===== src/rtl/dmux16_stream.sv =====
// Two-way stream demultiplexer: each upstream word goes to one of two
// independent FIFOs (channel A or B) according to in_sel.

module dmux16_stream_fifo #(
  parameter int WIDTH = 16,
  parameter int DEPTH = 2
) (
  input  logic             clk,
  input  logic             rst_n,
  input  logic [WIDTH-1:0] wdata,
  input  logic             push,
  output logic             full,
  output logic [WIDTH-1:0] rdata,
  output logic             rvalid,
  input  logic             rready
);
  localparam int PW = (DEPTH > 1) ? $clog2(DEPTH) : 1;
  localparam int CW = $clog2(DEPTH + 1);

  logic [WIDTH-1:0] mem [DEPTH];
  logic [PW-1:0]    wptr;
  logic [PW-1:0]    rptr;
  logic [CW-1:0]    occ;
  logic             pop;

  assign pop    = rvalid & rready;
  assign full   = (occ == CW'(DEPTH));
  assign rvalid = (occ != '0);
  // Gate the head word so an empty FIFO (and the reset state) shows zero.
  assign rdata  = rvalid ? mem[rptr] : '0;

  // Pointers wrap naturally because DEPTH is a power of two.
  always_ff @(posedge clk) begin
    if (!rst_n) begin
      wptr <= '0;
      rptr <= '0;
      occ  <= '0;
    end else begin
      if (push) wptr <= wptr + PW'(1);
      if (pop)  rptr <= rptr + PW'(1);
      case ({push, pop})
        2'b10:   occ <= occ + CW'(1);
        2'b01:   occ <= occ - CW'(1);
        default: occ <= occ;
      endcase
    end
  end

  // Storage needs no reset: entries are only visible once written.
  always_ff @(posedge clk) begin
    if (rst_n && push) mem[wptr] <= wdata;
  end
endmodule

// Handshake: a transfer happens on a rising edge where valid & ready are both
// 1. in_ready looks only at in_sel and registered occupancy, so a same-cycle
// pop never opens room for a same-cycle push; outputs come straight from the
// FIFO registers, with no combinational path from the input side.
module dmux16_stream #(
  parameter int WIDTH = 16,
  parameter int DEPTH = 2
) (
  input  logic             clk,
  input  logic             rst_n,
  input  logic [WIDTH-1:0] in_data,
  input  logic             in_sel,
  input  logic             in_valid,
  output logic             in_ready,
  output logic [WIDTH-1:0] a_data,
  output logic             a_valid,
  input  logic             a_ready,
  output logic [WIDTH-1:0] b_data,
  output logic             b_valid,
  input  logic             b_ready,
  output logic [15:0]      a_count,
  output logic [15:0]      b_count
);
  logic a_full;
  logic b_full;
  logic a_push;
  logic b_push;

  assign in_ready = in_sel ? ~b_full : ~a_full;
  assign a_push   = in_valid & in_ready & ~in_sel;
  assign b_push   = in_valid & in_ready &  in_sel;

  dmux16_stream_fifo #(.WIDTH(WIDTH), .DEPTH(DEPTH)) u_fifo_a (
    .clk    (clk),
    .rst_n  (rst_n),
    .wdata  (in_data),
    .push   (a_push),
    .full   (a_full),
    .rdata  (a_data),
    .rvalid (a_valid),
    .rready (a_ready)
  );

  dmux16_stream_fifo #(.WIDTH(WIDTH), .DEPTH(DEPTH)) u_fifo_b (
    .clk    (clk),
    .rst_n  (rst_n),
    .wdata  (in_data),
    .push   (b_push),
    .full   (b_full),
    .rdata  (b_data),
    .rvalid (b_valid),
    .rready (b_ready)
  );

  // Accept counters wrap modulo 2^16.
  always_ff @(posedge clk) begin
    if (!rst_n) begin
      a_count <= '0;
      b_count <= '0;
    end else begin
      if (a_push) a_count <= a_count + 16'd1;
      if (b_push) b_count <= b_count + 16'd1;
    end
  end
endmodule


===== config.mk =====
export PLATFORM = sky130hd
export DESIGN_NAME = dmux16_stream
export DESIGN_NICKNAME = d
export VERILOG_FILES = /design/src/rtl/dmux16_stream.sv
export SDC_FILE = /design/constraint.sdc
export NUM_CORES = 1
export LEC_CHECK = 0
export CORE_UTILIZATION = 51
export CTS_CLUSTER_SIZE = 28
export DETAILED_ROUTE_END_ITERATION = 6
export PLACE_DENSITY = 0.9
export SYNTH_ARGS = -nofsm -noshare
export SYNTH_HDL_FRONTEND = slang
export SYNTH_SLANG_ARGS = --single-unit

===== constraint.sdc =====
create_clock -name clk -period 3.4 [get_ports clk]
set_clock_uncertainty 0.1 [all_clocks]
set_input_delay 0.34 -clock clk [delete_from_list [all_inputs] [get_ports clk]]
set_output_delay 0.34 -clock clk [all_outputs]
set_load 0.05 [all_outputs]

==> reports/qor.txt, run 1 <==
nets - 477
hpwl dp - 5.76 mm
Clock Latency Late Sink - 0.37 ns
status - finished, final reports clean
mapped cell area - 0.00433 mm2
DP Cell Count - 545
worst path cell trace - nor2b_1, a21oi_1, clkdlybuf4s50_1
leak pwr - 0.00179 uW
top-level I/O count - 89
initial core utilization - 52.7%
vias in the first global route - 2845
core area - 0.00822 mm2
Die Width - 94.1 um
Crit Path Category - reg2out
period utilization - 77.5%
Reg2Reg Setup Slack - 1.08 ns
CP max stage delay - 0.72 ns
Critical Path AT - 2.19 ns
Final Hold Vio Count - 0
Die H - 94.1 um
max cap viols - 0
Seq/Total Area, Yosys - 63.9%
area grow syn2layout - 27.9%
Power, Total - 3690 uW
Worst slew margin - 47.6%
hold_ws - 0.386 ns
Die ar. - 0.00886 mm2
unrepaired setup endpoints after global routing - false
Yosys cell types - 30
clk sinks - 106
PD cells - 667 mW/mm2
Reg clk slew, reported paths - 0.11 ns
Syn Nets - 388
Synth Area per Inst - 12.0 um2
global-route wire length before repair - 13.7 mm
power share of the combinational group - 38.9%
CP max FO - 10
# Post-CTS Setup Buffers - 0
measured slew at the worst slew-check pin - 0.786 ns
GRT Total Usage - 20.4%
internal power - 2270 uW
crit end category - output port
fraction of layout cells with a size suffix above 1 - 5.70%
initial antenna violation count - 0
critical path's slowest cell - clkdlybuf4s50_1
post-CTS sizing - 0
CTS tree - yes
H-tree levels - 3
routed len/inst - 15.4 um
Setup TNS - 0 ns
Post-CTS Hold Fix Bufs - 0
Setup-failing EPs final - 0
Iter 0 DRT Violations - 141
largest net degree at the start of global routing - 33
DRC Markers - 0
Post-Synthesis Cells - 362
synth warn - 0
DRT Pass-1 Iters - 4
final WL - 8.62 mm
global route overflow - 0
top post-synthesis cells by area - edfxtp_1, dfxtp_1, mux2i_1
post-synth top area cell - edfxtp_1
Final Wtd Congestion - 0.774
crit start category - register
total number of vias - 3030
top-area cell type share of the netlist area - 44.4%
TritonCTS Buffers - 9
sw power - 1430 uW
min Tclk post-route - 2.63 ns
worst hold path class - reg2reg
Req. time, crit path - 2.96 ns
Slew Limit Fails - 0
n_diodes - 0
synthesis-stage register bit count - 106
CTS Buffer Depth - 2
Root Buffer - clkbuf_8
Seq pwr share - 39.9%
row count - 33
vias per inst - 5.40
Max Freq - 380 MHz
IO Port Bufs - 88
non-filler cells in the finished layout - 561
ANT nets after route - 0
Max IR drop VDD - 0.314 mV
clock share of power - 21.2%
switching share of power - 38.7%
[worst paths after layout]
path / start / to / cells past startpoint
setup / recovery: u_fifo_b.occ[1]$_SDFFE_PN0P_ / in_ready / 3
hold / removal: b_count[14]$_SDFFE_PN0P_ / b_count[14]$_SDFFE_PN0P_ / 2
setup reg to reg: u_fifo_b.occ[1]$_SDFFE_PN0P_ / u_fifo_b.occ[1]$_SDFFE_PN0P_ / 6
hold reg to reg: b_count[14]$_SDFFE_PN0P_ / b_count[14]$_SDFFE_PN0P_ / 2
[layout make-up]
class / count / area, um2
sequential: 106 / 2760
fill: 606 / 2680
multi-input combinational: 227 / 1460
timing repair buffer: 96 / 941
tap: 105 / 131
clock buffer: 10 / 128
clock inverter: 6 / 71.3
inverter: 11 / 41.3
[cells in the mapped netlist]
cell,n
edfxtp_1,64
nor2_1,52
dfxtp_1,42
mux2i_1,35
a21oi_1,20
clkbuf_1,14
nand2_1,14
inv_1,11
o31ai_1,10
or3_1,10
or4_1,10
xnor2_1,10
xor2_1,10
nand3_1,9
o21ai_0,8
nand4_1,7
and2_1,6
nor4_1,5
ha_1,4
nor2b_1,4
nand2b_1,3
nor3_1,3
and3_1,2
buf_2,2
nor4b_1,2
and4_1,1
buf_1,1
buf_6,1
nor3b_1,1
or2_1,1
[flip-flops by register name (all words and copies together), names as in the netlist, named ones only]
register and flops:
u_fifo_b.rptr 1, u_fifo_b.wptr 1, u_fifo_a.wptr 1, u_fifo_a.mem 32, u_fifo_a.occ 2, u_fifo_a.rptr 1
b_count 16, a_count 16, u_fifo_b.mem 32, u_fifo_b.occ 2
[through the flow]
| stage | utilization (%) | cell area [um2] | setup WS, ns |
|---|---|---|---|
| 4_1_cts | 67.4 | 5540 | 0.773 |
| 2_1_floorplan | - | 4330 | 0.831 |
| 5_1_grt | 67.4 | 5540 | 0.609 |
| 6_report | 67.4 | 5540 | 0.765 |
| 3_5_place_dp | 64.9 | 5340 | 0.723 |
| 3_3_place_gp | 64.9 | 5340 | 0.811 |
[routing by layer]
| metal | GRT usage, % | vias to the layer above | part of all wire (%) |
|---|---|---|---|
| met5 | 0 | - | 0 |
| met4 | 4.49 | 0 | 0.63 |
| met3 | 5.02 | 6 | 5.8 |
| met2 | 35.2 | 102 | 50 |
| met1 | 26.0 | 1447 | 44 |
| li1 | - | 1475 | - |
[logic make-up after synthesis]
kind of cell | synth area share [%]
buffers and inverters | 2.75
DFF | 63.9
and+or+nand+nor | 15.1
adders and majority gates | 1.16
muxes | 8.10
xor gates and xnor gates | 4.05
AOI/OAI and AO/OA | 4.97
[power by group through the flow]
| stage | clock network (uW) | logic (uW) | registers (uW) |
|---|---|---|---|
| 2_1_floorplan | 0 | 970 | 1510 |
| 3_3_place_gp | 0 | 1420 | 1500 |
| 3_5_place_dp | 0 | 1450 | 1500 |
| 4_1_cts | 792 | 1450 | 1470 |
| 5_1_grt | 847 | 1520 | 1480 |
| 6_report | 784 | 1440 | 1470 |
[critical path: cells and delay by family (launching register included)]
| kind | cells | cell delay, ns |
|---|---|---|
| buffers and inverters | 1 | 0.72 |
| and+or+nand+nor | 1 | 0.57 |
| DFF | 1 | 0.38 |
| AOI/OAI and AO/OA | 1 | 0.15 |
[cell usage in the layout, fill, tap and decap left out, drive strengths merged, types with 2 or more instances in the layout]
master and n:
o21ai 8, clkdlybuf4s50 88, nor4 5, nand3 9, nand4 7, nor4b 2
nor2b 4, clkbuf 10, or3 10, a21oi 20, o31ai 10, and2 6
mux2i 35, xor2 10, buf 8, edfxtp 64, and3 2, clkinvlp 2
nand2b 3, nor2 52, dfxtp 42, or4 10, ha 4, xnor2 10
inv 14, nor3 3, nand2 14
Note: power is estimated with default switching activity, not from simulation.
==> run 2, diff against run 1 <==
Settings changed: CORE_UTILIZATION 51 to 46, PLACE_DENSITY 0.9 to 0.86.
Clock period 3.4 ns to 2.4 ns, I/O delays scaled along.
==> run 2 against run 1 <==
  * The run now ends with design-rule violations left
  * Flip-flop and latch count is the same
  * Routed wire length grew 2.1%
  * Combinational power grew 35%
  * Power grew 40%
  * First-iteration DRC count shrank 36%
  * Cell count grew 2.5%
  * Non-clock buffer count grew 8
  * Worst setup slack lost 0.49 ns
  * Clock-buffer cell count shrank 1
  * Core utilization shrank 6.9 points
  * Global-route usage shrank 1.9 points
  * Hold slack lost 0.0096 ns
  * Critical path type is now reg2reg
  * Critical endpoint is now u_fifo_b.occ[1]$_SDFFE_PN0P_
==> reports/qor.txt, run 2 (synthesized netlist as in run 1, its figures left out) <==
Largest regs - u_fifo_a.mem (32), u_fifo_b.mem (32)
DRC Markers - 1
Max IR drop VDD - 0.388 mV
nets - 485
Setup-failing EPs final - 0
global route overflow - 0
status - finished, violations left
post-route design area - 0.00556 mm2
Top Usage Layer GRT - met2
Die ar. - 0.00980 mm2
critical path's slowest cell - nor2b_1
initial core utilization - 47.0%
worst path cell trace - nor2b_1, nor2_1, inv_1, ha_1, or3_1, a21oi_1
n_diodes - 0
vias in the first global route - 2926
Power, Total - 5180 uW
family with the most delay on the worst path - simple AND/OR/NAND/NOR gates
CP max stage delay - 0.56 ns
Bufs and invs on worst path - 1
Crit Path Category - reg2reg
Clock Latency Late Sink - 0.35 ns
Root Buffer - clkbuf_8
Max Freq - 470 MHz
commonest non-fill, non-tap cell in the layout - edfxtp_1
max cap viols - 0
total number of vias - 3023
post-CTS sizing - 0
Die H - 99.0 um
setup slack at placement - 0.120 ns
TritonCTS Buffers - 9
area grow syn2layout - 28.5%
Post-DP Area - 0.00535 mm2
top-level I/O count - 89
core area - 0.00920 mm2
CTS tree - yes
crit start category - register
ANT nets after route - 0
DRT Pass-1 Iters - 6
vias per inst - 5.26
leak pwr - 0.00190 uW
Setup TNS - 0 ns
min Tclk post-route - 2.13 ns
Post-CTS Hold Fix Bufs - 0
worst hold path depth - 2
row count - 35
number of stages on the worst setup path - 6
crit end category - register
worst hold path class - reg2reg
Reg clk slew, reported paths - 0.10 ns
# Post-CTS Setup Buffers - 0
PD cells - 931 mW/mm2
initial antenna violation count - 0
hpwl dp - 6.08 mm
final WL - 8.80 mm
global-route met3 utilization - 3.90%
Worst slew margin - 55.4%
largest net degree at the start of global routing - 22
met2 Resource Use GR - 32.4%
Slew Limit Fails - 0
Die Width - 99.0 um
Final Hold Vio Count - 0
global-route wire length before repair - 14.1 mm
measured slew at the worst slew-check pin - 0.667 ns
routed len/inst - 15.3 um
unrepaired setup endpoints after global routing - false
most frequent cells in the layout - edfxtp_1, clkdlybuf4s50_1, nor2_1, buf_4, dfxtp_1
Iter 0 DRT Violations - 90
met1 Use GR - 23.3%
Critical Path AT - 2.31 ns
Req. time, crit path - 2.58 ns
final core utilization - 60.5%
CTS Buffer Depth - 2
IO Port Bufs - 88
clk sinks - 106
fraction of layout cells with a size suffix above 1 - 15.1%
failing checks - design-rule violations
H-tree levels - 3
GRT Total Usage - 18.5%
CP max FO - 10
Worst R2R Path Depth - 6
period utilization - 88.6%
Final Wtd Congestion - 0.777
Reg2Reg Setup Slack - 0.27 ns
setup ws final - 0.274 ns
run 2: metrics by stage:
stage / cells / hold WS [ns]
4_1_cts: 575 / 0.385
2_1_floorplan: 362 / 0.239
6_report: 575 / 0.377
5_1_grt: 575 / 0.396
3_3_place_gp: 559 / 0.358
3_5_place_dp: 559 / 0.370
run 2: cell type report:
cell class                      count  area, um2
Fill cell                         726       3630
Clock inverter                      7       83.8
Sequential cell                   106       2760
Tap cell                          111        139
Timing Repair Buffer              104        951
Clock buffer                        9        124
Multi-Input combinational cell    227       1460
Inverter                           11       41.3
run 2: tightest hold or removal path, stage by stage (launching register included):
cell and delay, ns:
dfxtp_1 0.33, nand2_1 0.05, mux2i_1 0.05
run 2: report_power, final:
group / switching, uW / internal, uW / leakage, uW
sequential: 78.5 / 2030 / 0.000921
clock: 616 / 501 / 0.000102
combinational: 1330 / 624 / 0.000880
run 2: final timing paths:
path / start / endpoint
setup / recovery: u_fifo_b.occ[1]$_SDFFE_PN0P_ / u_fifo_b.occ[1]$_SDFFE_PN0P_
hold / removal: a_count[15]$_SDFFE_PN0P_ / a_count[15]$_SDFFE_PN0P_
setup reg to reg: u_fifo_b.occ[1]$_SDFFE_PN0P_ / u_fifo_b.occ[1]$_SDFFE_PN0P_
hold reg to reg: a_count[15]$_SDFFE_PN0P_ / a_count[15]$_SDFFE_PN0P_
run 2: per-layer routing:
metal / vias up / share of wire [%]
met5: - / 0
met4: 0 / 0.85
met3: 7 / 4.2
met2: 72 / 49
met1: 1452 / 46
li1: 1492 / -
